**config.mk**
```make
export PLATFORM = sky130hd
export DESIGN_NAME = async_counter3
export DESIGN_NICKNAME = d
export VERILOG_FILES = /design/src/rtl/async_counter3_pkg.sv /design/src/rtl/async_counter3_t_ff.sv /design/src/rtl/async_counter3.sv
export SDC_FILE = /design/constraint.sdc
export NUM_CORES = 1
export LEC_CHECK = 0
export CAP_MARGIN = 10
export CORE_AREA = 2 2 39 41
export CTS_CLUSTER_SIZE = 25
export DETAILED_ROUTE_END_ITERATION = 16
export DIE_AREA = 0 0 41 43
export DONT_BUFFER_PORTS = 1
export PLACE_DENSITY = 0.33
export SLEW_MARGIN = 20
export SYNTH_ARGS = -nofsm -noshare
export SYNTH_HDL_FRONTEND = slang
export SYNTH_HIERARCHICAL = 1
export SYNTH_SLANG_ARGS = --single-unit
export TNS_END_PERCENT = 30
```
**constraint.sdc**
```tcl
create_clock -name clk -period 1.2 [get_ports clk]
set_input_delay 0 -clock clk [delete_from_list [all_inputs] [get_ports clk]]
set_output_delay 0 -clock clk [all_outputs]
set_load 0.05 [all_outputs]
```
**src/rtl/async_counter3_pkg.sv**
```systemverilog
// Shared constants for the 3-bit synchronous ripple-equivalent counter.
package async_counter3_pkg;

    localparam int unsigned CNT_W = 3;

    localparam logic [CNT_W-1:0] CNT_RST = 3'b000;

endpackage

```
**src/rtl/async_counter3_t_ff.sv**
```systemverilog
// Single toggle stage: flips when both enable and toggle are high on a rising clk.
module t_ff
    import async_counter3_pkg::*;
#(
    parameter logic RST_VAL = CNT_RST[0]
) (
    input  logic clk,
    input  logic rst,
    input  logic en,
    input  logic t,
    output logic q
);

    logic q_d;
    logic q_q;

    // Next state: toggle when enabled, otherwise hold.
    always_comb begin
        q_d = q_q;
        if (en && t) begin
            q_d = ~q_q;
        end
    end

    // State register with synchronous active-high reset.
    always_ff @(posedge clk) begin
        if (rst) begin
            q_q <= RST_VAL;
        end else begin
            q_q <= q_d;
        end
    end

    // Output straight from the flop.
    always_comb begin
        q = q_q;
    end

endmodule

```
**src/rtl/async_counter3.sv**
```systemverilog
// 3-bit up counter built as a chain of toggle stages on one clock; behaves like
// a ripple T-flop counter without derived clocks or between-edge glitches.
module async_counter3
    import async_counter3_pkg::*;
(
    input  logic             clk,
    input  logic             rst,
    output logic [CNT_W-1:0] out,
    input  logic             T
);

    logic [CNT_W-1:0] stage_q;
    logic [CNT_W-1:0] stage_en;

    // Stage i toggles when T is high and every lower stage is already 1; the
    // running carry keeps the chain free of self-referencing vector bits.
    always_comb begin
        logic carry;
        stage_en = '0;
        carry    = T;
        for (int unsigned i = 0; i < CNT_W; i++) begin
            stage_en[i] = carry;
            carry       = carry & stage_q[i];
        end
    end

    for (genvar g = 0; g < CNT_W; g++) begin : g_stage
        t_ff #(
            .RST_VAL (CNT_RST[g])
        ) u_t_ff (
            .clk (clk),
            .rst (rst),
            .en  (stage_en[g]),
            .t   (1'b1),
            .q   (stage_q[g])
        );
    end

    // Count is the concatenation of the stage flops, stage 0 as LSB.
    always_comb begin
        out = stage_q;
    end

endmodule

```
Word-level counts from Yosys, hierarchy flattened. Index checks and enable logic that the tools add are counted.

Word-level logic and storage cells: 8. Input port bits: 3. Output and inout bits: 3. Bits in registers: 3.

Bitwise operators: 5.

Operator list (number): NOT 1 bit (3); AND 1 bit (2).

Logic depth before layout (Yosys ltp).
Depth after elaboration: 2. Mapped depth: 3.

Hierarchy. Netlist, hierarchy kept.

By module, submodules not included: t_ff (cells an instance 4, times used 3, area each 46.3 sq um, seq. area each 20.0 sq um); async_counter3 (cells an instance 3, times used 1, area each 16.3 sq um, seq. area each 0.0 sq um).

Worst setup path before layout. Ideal clock, no wire load.

Path kind: reg-to-reg. Start: register g_stage[0].u_t_ff.q_q. End: register g_stage[2].u_t_ff.q_q. Clock period less this slack: 1.165 ns. Arrival: 1.099 ns. Cell stages (with the launch flop): 4. Slack: 0.035 ns. Required time: 1.134 ns. Buffers on the path: 0. Setup time: 0.066 ns. Cell sequence: dfxtp_1 > and3_1 > nand3b_1 > a21oi_2.

Cells in the longest elaborated chain, start to end: 2.

RTL lines: from (decl) (line async_counter3_t_ff.sv:15) `logic q_q;`; from (signal assigned) (line async_counter3_t_ff.sv:30) `q_q <= q_d;`; AND 1 bit (2 in series) (line async_counter3.sv:23) `carry = carry & stage_q[i];`; net stage_en[2] (line async_counter3.sv:13) `logic [CNT_W-1:0] stage_en;`; to (signal assigned) (line async_counter3_t_ff.sv:30); to (decl) (line async_counter3_t_ff.sv:15).

The timed path passes the listed nets, and every way through them passes these cells. A chain may end at the register's enable or synchronous reset.

Worst setup path in the final report.
Start: register g_stage[1].u_t_ff.q_q. End: register g_stage[2].u_t_ff.q_q.

Cells in the longest elaborated chain, start to end: 1.

RTL lines (line): from (decl) (async_counter3_t_ff.sv:15); from (signal assigned) (async_counter3_t_ff.sv:30); AND 1 bit (async_counter3.sv:23); net stage_en[2] (async_counter3.sv:13).

The timed path passes the listed nets, and every way through them passes these cells.

==> metrics.txt <==
outcome=finished clean; Unique masters post-synth=7; H-tree levels=1; setup_tns=0 ps; compound-cell area share of the yosys netlist=36.3%; Num CTS Buffers=3; number of synthesized register bits=3; Hold Slack=103 ps; Hold Crit Class=in2reg; adder-cell area share of the yosys netlist=0%; final hold violations=0; Inserted Diodes=0; peak per-stage delay on the critical path=320 ps; wl on met1=152 µm; Final GP Congestion=0.581; syn avg cell area=10.3 µm²; worst path cell trace=and3_1 > a21bo_1 > a21oi_2; largest net degree at the start of global routing=6; max reg flops=3; Global Route Usage Sum=under 10%; crit path max fanout=4; total power=0.323 mW; period utilization=75.2%; Initial Utilization=between 10 and 15%; drt initial violations=1; multiplexer area fraction after synthesis=0%; Layout Utilization=19.0%; hold buffer count at cts=2; drt pass-1 iters=4; vias in the first global route=~140; CTS Root Cell=clkbuf_4; ys flop type=dfxtp_1; cell taking the most area after synthesis=dfxtp_1; die height=43 µm; row count=14; CTS sink count=3; fin area=263 µm²; data required time of the worst path=1360 ps; first-pass GRT wire length=between 500 and 600 µm; Clock Pin Slew Worst Setup and Hold Paths=approximately 40 ps; RSZ-0062 raised after global routing=false; sequential share of power=33.0%; area delta synth->final=69.4%; Net Switching=slightly below 0.08 mW; die width=roughly 41 µm; xor-xnor portion of the synthesized cell area=0%; Tmin final=roughly 900 ps; DRC viols=0; CTS tree=built; Placed Area=216 µm²; Post-Syn Area=155 µm²; WL/cell=7.93 µm; Worst-Skew Late Latency=about 230 ps; EDFF count, synth=0; post-cts resize count=0; wirelength, routed=357 µm; post-CTS setup buffer count=0; Synthesis Warnings=6; switch share=24.6%; Yosys top cell area share=38.7%; die footprint=approximately 0.0018 mm²; CP Launch Type=flip-flop; Finished Layout Cells=45; placed cells=39; Setup Slack @ Placement=315 ps; Clock power frac=55.3%; Leak=0.112 nW; Max-cap violations=0; Seq/Total Area, Yosys=38.7%; Core Footprint=0.00138 mm²; Final Max Tran Viols=0; pwr dens=1230 mW/mm²; vias per cell=3.31; share of layout cells above drive strength 1=31.0%; critical path's slowest cell=dfxtp_1; CP arrival=1070 ps; final setup vio count=0; initial antenna violation count=0; met3 WL=29 µm; top routing layer in use=met3; Post-Synth Simple-Gate Area=22.6%; Gate power share=between 10% and 20%; CTS Buffer Depth=2; largest family of logic cells by synthesized area=compound AO/OA/AOI/OAI gates; Crit Path Category=reg2reg; fmax=1110 MHz; Overflow after GRT=0; synth top area cells=dfxtp_1 39%, a21bo_1 19%, a21oi_2 17%; CP Capture Type=flip-flop; worst setup margin=298 ps; fraction of registers with async set or reset after synthesis=0%; Post-DP HPWL=approximately 260 µm; Final ANT Viol Nets=0; total number of vias=149; Mapped Cells=15; I/O pins=6; Int Power=0.244 mW; maximum VDD drop=359 µV; Setup Skew=7.45 ps; commonest cells in the netlist=3 x a21bo_1, 3 x a21oi_2, 3 x dfxtp_1, 3 x nand3b_1; Final nets=33; routed length on met2=between 150 and 200 µm; port bufs=0
[layout by cell type, fill, tap and decap left out, drive strengths merged]
master,n
a21bo,3
a21oi,3
and2,1
and3,1
buf,3
clkbuf,4
conb,6
dfxtp,3
dlygate4sd3,2
nand3b,3
[path summary, 6_finish.rpt]
path         cells past startpoint  slack [ps]             endpoint                start
min                              3         100  g_stage[1].u_t_ff/q                    T
min reg2reg                      2         570  g_stage[2].u_t_ff/q  g_stage[2].u_t_ff/q
max                              3         300  g_stage[2].u_t_ff/q  g_stage[1].u_t_ff/q
max reg2reg                      3         300  g_stage[2].u_t_ff/q  g_stage[1].u_t_ff/q
[power groups by stage]
stage | clock network (mW) | registers, mW | logic (mW)
2_1_floorplan | 0 | 0.119 | 0.0122
3_3_place_gp | 0 | 0.108 | 0.0291
3_5_place_dp | 0 | 0.108 | 0.0293
4_1_cts | 0.191 | 0.107 | 0.0373
5_1_grt | 0.200 | 0.107 | 0.0400
6_report | 0.179 | 0.107 | 0.0377
[worst max-delay path, delay by kind of cell, from the launching register on]
family	cells	cell delay, ps
flip-flops	1	320
AO/OA/AOI/OAI	2	300
AND/OR/NAND/NOR	1	210
[area by class of cell]
type | count | area [µm²]
Multi-Input combinational cell | 17 | 114
Tap cell | 16 | 20.0
Clock buffer | 4 | 26.3
Timing Repair Buffer | 5 | 42.5
Fill cell | 155 | 1120
Sequential cell | 3 | 60.1
[logic make-up after synthesis]
group / after synthesis
AO/OA/AOI/OAI: 6
AND/OR/NAND/NOR: 5
flip-flops: 3
other: 1
[layer usage]
metal | up-vias | global-route usage, %
li1 | 76 | -
met1 | 69 | 5.13
met2 | 4 | 5.63
met3 | 0 | 1.57
met4 | 0 | 8.00
met5 | - | 0
(Power assumes the default switching activity.)
